### src/rtl/hamming_minmax_engine_pkg.sv
// Shared definitions for the min/max Hamming-distance engine.
//   state_t    : control FSM encoding
//   DEF_WORD_W : default operand width in bits
//   DEF_N_MAX  : default word-cache depth
package hamming_pkg;

    localparam int DEF_WORD_W = 16;
    localparam int DEF_N_MAX  = 32;

    typedef enum logic [2:0] {
        IDLE,
        LOAD,
        CMP,
        WB_MIN,
        WB_MAX,
        DONE
    } state_t;

endpackage

### src/rtl/hamming_minmax_engine_popcount.sv
// Combinational population count.
//   a   : W-bit operand
//   cnt : number of set bits in a, $clog2(W+1) bits wide
module popcount #(
    parameter  int W  = 16,
    localparam int CW = $clog2(W + 1)
) (
    input  logic [W-1:0]  a,
    output logic [CW-1:0] cnt
);

    always_comb begin
        cnt = '0;
        for (int k = 0; k < W; k++)
            cnt = cnt + CW'(a[k]);
    end

endmodule

### src/rtl/hamming_minmax_engine.sv
// Min/max Hamming-distance accelerator on the byte-wide data-memory port.
// Loads cfg_count words (MSB byte first) starting at cfg_base, compares all
// unordered pairs one per cycle, then writes min/max distances to cfg_res and
// cfg_res+1.
//   clk, reset     : clock, asynchronous active-low reset
//   start          : run request, honoured only in IDLE or DONE
//   cfg_base/count/res : run configuration, latched on an accepted start
//   busy, done     : status (done is sticky until the next accepted start)
//   mem_rd_*       : read port, data returns one cycle after the address
//   mem_wr_*       : write port used for the two result bytes
//   min_*/max_*    : final distances and the first pair achieving each
module hamming_minmax_engine
    import hamming_pkg::*;
#(
    parameter  int WORD_W = DEF_WORD_W,
    parameter  int N_MAX  = DEF_N_MAX,
    parameter  int ADDR_W = 8,
    localparam int DIST_W = $clog2(WORD_W + 1),
    localparam int IDX_W  = $clog2(N_MAX)
) (
    input  logic              clk,
    input  logic              reset,
    input  logic              start,
    input  logic [ADDR_W-1:0] cfg_base,
    input  logic [IDX_W:0]    cfg_count,
    input  logic [ADDR_W-1:0] cfg_res,
    output logic              busy,
    output logic              done,
    output logic [ADDR_W-1:0] mem_rd_addr,
    input  logic [7:0]        mem_rd_data,
    output logic              mem_wr_en,
    output logic [ADDR_W-1:0] mem_wr_addr,
    output logic [7:0]        mem_wr_data,
    output logic [DIST_W-1:0] min_dist,
    output logic [DIST_W-1:0] max_dist,
    output logic [IDX_W-1:0]  min_i,
    output logic [IDX_W-1:0]  min_j,
    output logic [IDX_W-1:0]  max_i,
    output logic [IDX_W-1:0]  max_j
);

    localparam int B    = WORD_W / 8;
    localparam int LD_W = $clog2(B * N_MAX + 1) + 1;
    localparam int CB_W = $clog2(B + 1);

    typedef logic [IDX_W:0] cnt_t;

    state_t            state;
    logic [ADDR_W-1:0] base_q, res_q;
    cnt_t              count_q;
    logic [LD_W-1:0]   ld_cnt, ld_total;
    logic [CB_W-1:0]   cap_byte;
    logic [IDX_W-1:0]  cap_word;
    logic [IDX_W-1:0]  ci, cj;

    logic [WORD_W-1:0] cache [N_MAX];
    logic [WORD_W-1:0] cmp_x;
    logic [DIST_W-1:0] cmp_d;
    logic              last_j, last_i;

    assign ld_total = LD_W'(count_q) * LD_W'(B);
    assign last_j   = (cnt_t'(cj) == count_q - cnt_t'(1));
    assign last_i   = (cnt_t'(ci) == count_q - cnt_t'(2));

    assign cmp_x = cache[ci] ^ cache[cj];

    popcount #(.W(WORD_W)) u_pop (
        .a   (cmp_x),
        .cnt (cmp_d)
    );

    // Address is issued while ld_cnt < ld_total; the final LOAD cycle only
    // captures the last byte, so its address is a don't-care.
    assign mem_rd_addr = (state == LOAD) ? base_q + ADDR_W'(ld_cnt) : '0;

    // Write port decoded from state so reset removes it without waiting on clk.
    assign mem_wr_en   = (state == WB_MIN) || (state == WB_MAX);
    assign mem_wr_addr = (state == WB_MIN) ? res_q :
                         (state == WB_MAX) ? res_q + ADDR_W'(1) : '0;
    assign mem_wr_data = (state == WB_MIN) ? 8'(min_dist) :
                         (state == WB_MAX) ? 8'(max_dist) : '0;

    // Byte k of the load arrives during LOAD cycle k+1; bytes shift in MSB-first.
    always_ff @(posedge clk) begin
        if (state == LOAD && ld_cnt != '0)
            cache[cap_word] <= WORD_W'({cache[cap_word], mem_rd_data});
    end

    always_ff @(posedge clk or negedge reset) begin
        if (!reset) begin
            state    <= IDLE;
            busy     <= 1'b0;
            done     <= 1'b0;
            base_q   <= '0;
            res_q    <= '0;
            count_q  <= '0;
            ld_cnt   <= '0;
            cap_byte <= '0;
            cap_word <= '0;
            ci       <= '0;
            cj       <= '0;
            min_dist <= DIST_W'(WORD_W);
            max_dist <= '0;
            min_i    <= '0;
            min_j    <= '0;
            max_i    <= '0;
            max_j    <= '0;
        end else begin
            case (state)
                IDLE, DONE: begin
                    if (start) begin
                        state    <= LOAD;
                        busy     <= 1'b1;
                        done     <= 1'b0;
                        base_q   <= cfg_base;
                        res_q    <= cfg_res;
                        count_q  <= (cfg_count > cnt_t'(N_MAX)) ? cnt_t'(N_MAX) : cfg_count;
                        ld_cnt   <= '0;
                        cap_byte <= '0;
                        cap_word <= '0;
                        min_dist <= DIST_W'(WORD_W);
                        max_dist <= '0;
                        min_i    <= '0;
                        min_j    <= '0;
                        max_i    <= '0;
                        max_j    <= '0;
                    end
                end
                LOAD: begin
                    if (ld_cnt != '0) begin
                        if (cap_byte == CB_W'(B - 1)) begin
                            cap_byte <= '0;
                            cap_word <= cap_word + IDX_W'(1);
                        end else begin
                            cap_byte <= cap_byte + CB_W'(1);
                        end
                    end
                    if (ld_cnt == ld_total) begin
                        ci    <= '0;
                        cj    <= IDX_W'(1);
                        // Fewer than two words: no pairs, results stay at their init values.
                        state <= (count_q < cnt_t'(2)) ? WB_MIN : CMP;
                    end else begin
                        ld_cnt <= ld_cnt + LD_W'(1);
                    end
                end
                CMP: begin
                    // Strict compares keep the earliest pair on ties.
                    if (cmp_d < min_dist) begin
                        min_dist <= cmp_d;
                        min_i    <= ci;
                        min_j    <= cj;
                    end
                    if (cmp_d > max_dist) begin
                        max_dist <= cmp_d;
                        max_i    <= ci;
                        max_j    <= cj;
                    end
                    if (last_j) begin
                        if (last_i) begin
                            state <= WB_MIN;
                        end else begin
                            ci <= ci + IDX_W'(1);
                            cj <= ci + IDX_W'(2);
                        end
                    end else begin
                        cj <= cj + IDX_W'(1);
                    end
                end
                WB_MIN: state <= WB_MAX;
                WB_MAX: begin
                    state <= DONE;
                    busy  <= 1'b0;
                    done  <= 1'b1;
                end
                default: state <= IDLE;
            endcase
        end
    end

endmodule

### config.mk
export PLATFORM = sky130hd
export DESIGN_NAME = hamming_minmax_engine
export DESIGN_NICKNAME = d
export VERILOG_FILES = /design/src/rtl/hamming_minmax_engine_pkg.sv /design/src/rtl/hamming_minmax_engine_popcount.sv /design/src/rtl/hamming_minmax_engine.sv
export SDC_FILE = /design/constraint.sdc
export NUM_CORES = 1
export LEC_CHECK = 0
export BUFFER_PORTS_ARGS = -buffer_cell sky130_fd_sc_hd__buf_2
export CAP_MARGIN = 10
export CORE_UTILIZATION = 48
export CTS_CLUSTER_DIAMETER = 120
export DETAILED_ROUTE_END_ITERATION = 6
export HOLD_SLACK_MARGIN = 0.08
export PLACE_DENSITY_LB_ADDON = 0.3
export SYNTH_ARGS = -nofsm -noshare
export SYNTH_HDL_FRONTEND = slang
export SYNTH_SLANG_ARGS = --single-unit
### constraint.sdc
create_clock -name clk -period 9.3 [get_ports clk]
set_clock_uncertainty 0.15 [all_clocks]
set_input_delay 1.86 -clock clk [delete_from_list [all_inputs] [get_ports clk]]
set_output_delay 1.86 -clock clk [all_outputs]
set_load 0.02 [all_outputs]
==> impl_metrics.ini <==
[detailed_routing]
vias_per_cell = 6.77
detailroute.via_count = 18869
first_iter_violations = 2312
drt_first_pass_iters = 6
drcViolationCount = 0
drt_wl_total_mm = 88.8
drtAntennaViolNets = 0
wl_per_cell_um = 31.9

[yosys]
yosysTopAreaCell = sky130_fd_sc_hd__edfxtp_1
synth.top_cells.by_count = sky130_fd_sc_hd__edfxtp_1 (512), sky130_fd_sc_hd__mux4_2 (334), sky130_fd_sc_hd__nand2_1 (108)
most_used_dff_post_synth = sky130_fd_sc_hd__edfxtp_1
yosysUniqueCellTypes = 65
synth.most_common_cell = sky130_fd_sc_hd__edfxtp_1
syn_area_per_cell_um2 = 17.1
post_synth_main_area_contributors = sky130_fd_sc_hd__edfxtp_1 (50%), sky130_fd_sc_hd__mux4_2 (24%), sky130_fd_sc_hd__dfrtp_1 (6.6%)
synth_edf_count = 512
postSynthCellCount = 1793
netlist_area_mm2 = 0.0307
synth_top_area_share_pct = 50.0
synthesis.yosys.warnings = 0
synth-async-reset-ratio_pct = 13.8
seq_area_frac_synth_pct = 56.7
yosys_register_bits = 594

[cells_and_area]
fillerInstances = 4851
numnets_final = 1968
layout.core_utilization_pct = 54.8
finalNonFillerCells = 2787
share_of_final_layout_standard_cells_stronger_than_drive_strength_1_pct = 34.6
antennaDiodeCount = 0
syn2layout_area_growth_pct = 12.7
fin_area_mm2 = 0.0346

[floorplanning]
core_area_mm2 = 0.0632
fp.dieW_um = 255
initial_utilization_pct = 48.6
core_rows = 92
fp.dieH_um = 255
design.die.area_mm2 = 0.0651
design.portCount = 90

[clock_network]
tritoncts_buffers = 66
cts_setup_buffers = 0
ctsRootBufferMaster = sky130_fd_sc_hd__clkbuf_16
cts_tree = done
cts_resized = 0
cts_htree_levels = 3
clkSinkCount = 594
clkSlewWorstSetupHoldPaths_ns = 0.06
clk_latency_ns = 0.61
cts.path.max_buffers = 3
cts_hold_buf = 0

[critical_path]
critical-path-slowest-cell = sky130_fd_sc_hd__dfrtp_4
cpMostUsedCell = sky130_fd_sc_hd__fa_1
setup.worst_path.class = flop to flop
worst_ep_arrival_time_ns = 8.20
crit_path_cell_trace = buf_12, mux4_2, mux4_2, mux2i_1, xor2_1, fa_1, fa_1, fa_1, fa_1, inv_1, fa_1, inv_1, fa_1, ha_1, a21boi_0, o21a_1, o21a_1, o21ai_0, a21oi_1, buf_4, mux2_2
cpPeakStageDelay_ns = 0.92
kind_of_capture_point_of_the_worst_setup_path = flop
timing.critical_path.from_type = flop
path_max_fanout = 37
timing.critical_path.required_ns = 9.63

[sta]
rsz0062_at_grt = false
post-route-worst-setup-slack_ns = 1.42
maxSlewViolCount = 0
maxClockFrequency_ghz = 0.127
finalSetupTns_ns = 0
slew_headroom_pct = 26.0
number_of_failing_setup_endpoints_in_the_final_timing_report = 0
layout_min_cycle_time_ns = 7.88
tightestPinTransition_ns = 1.11
finalHoldViolCount = 0
share_of_the_clock_period_used_by_the_worst_path_pct = 84.7
hold_slack_ns = 0.325

[placement]
place.detailed.hpwl_mm = 54.1
numPortBuffers = 86
dp.cells = 2667
post_dp_cell_area_mm2 = 0.0324
gp_congestion = 0.888
place_ws_ns = 1.46

[grt]
grtUsageTotal_pct = 28.3
antenna_found_initial = 1
grt_max_degree = 83
grt_remaining_overflow = 0
first_global_vias = 19064
grt_pass1_wl_mm = 130

[min_path]
hold_path.class = flop to flop

[outcome]
run_status = complete, no violations

[power]
worst_ir_drop_vdd_mv = 1.55
leak_pwr_nw = 11.4
p_per_area_mw_per_mm2 = 411
p_total_mw = 14.2

[job]
maxCapViolations = 0
==> report_power, final <==
group / internal (mW) / leakage, nW / switching, mW
Combinational: 3.69 / 4.62 / 4.24
Sequential: 3.27 / 5.68 / 0.310
Clock: 1.61 / 1.08 / 1.10
==> routing by layer <==
metal,vias to the layer above,GRT usage (%),share of wire (%)
li1,7587,-,-
met4,2,11.7,4.3
met5,-,0,0.015
met3,254,7.90,13
met1,9730,38.4,37
met2,1296,43.1,46
==> worst max-delay path, delay by kind of cell (launching register included) <==
kind | cells | cell delay, ns
fa+ha+maj | 7 | 3.18
mux | 4 | 1.60
flops | 1 | 0.92
buf+inv | 4 | 0.80
compound gates | 5 | 0.70
xor+xnor | 1 | 0.32
==> kinds of logic after synthesis <==
family                   count (synthesis)  share of synthesized area, %
AO/OA/AOI/OAI                          190                          4.08
XOR/XNOR                                60                          1.71
adder cells (fa/ha/maj)                 45                          2.10
buffers and inverters                  162                          2.36
flip-flops                             594                          56.7
multiplexers                           460                          28.7
other                                    1                        0.0122
AND/OR/NAND/NOR                        281                          4.35
==> cells in the final DEF (no fill, tap or decap), drive strengths merged, types with 4 or more instances in the layout <==
| master | count |
|---|---|
| a21o | 6 |
| a21oi | 37 |
| a22oi | 33 |
| a31oi | 7 |
| and2 | 18 |
| and3 | 8 |
| buf | 162 |
| bufinv | 7 |
| clkbuf | 79 |
| clkinv | 27 |
| clkinvlp | 5 |
| dfrtp | 81 |
| edfxtp | 512 |
| fa | 11 |
| ha | 34 |
| inv | 28 |
| mux2 | 29 |
| mux2i | 97 |
| mux4 | 334 |
| nand2 | 109 |
| nand2b | 6 |
| nand3 | 17 |
| nand3b | 8 |
| nand4 | 11 |
| nor2 | 68 |
| nor3 | 11 |
| nor3b | 4 |
| nor4b | 4 |
| o21ai | 53 |
| o221ai | 26 |
| o22ai | 5 |
| xnor2 | 28 |
| xor2 | 32 |
==> state kept, by name, indices dropped and copies added, names as in the netlist, 6 cells and up <==
signal / count
ld_cnt: 8
cache: 512
res_q: 8
base_q: 8
count_q: 6
==> layout make-up <==
cell class,instances,area [um^2],share of cell area [%]
Clock buffer,79,1840,5.30
Clock inverter,40,390,1.13
Inverter,27,101,0.293
Multi-Input combinational cell,1039,12700,36.7
Sequential cell,594,17500,50.4
Tap cell,846,1060,3.06
Timing Repair Buffer,162,1060,3.06
==> path summary, 6_finish.rpt <==
kind / cells after the start / slack (ns) / start / end
max in group asynchronous: 1 / 6.84 / reset / cj[1]
min: 2 / 0.33 / done / done
min in group asynchronous: 1 / 1.30 / reset / base_q[7]
max reg2reg: 21 / 1.42 / cj[0] / min_i[2]
max: 21 / 1.42 / cj[0] / min_i[2]
min reg2reg: 2 / 0.33 / done / done
(Power assumes the default switching activity.)
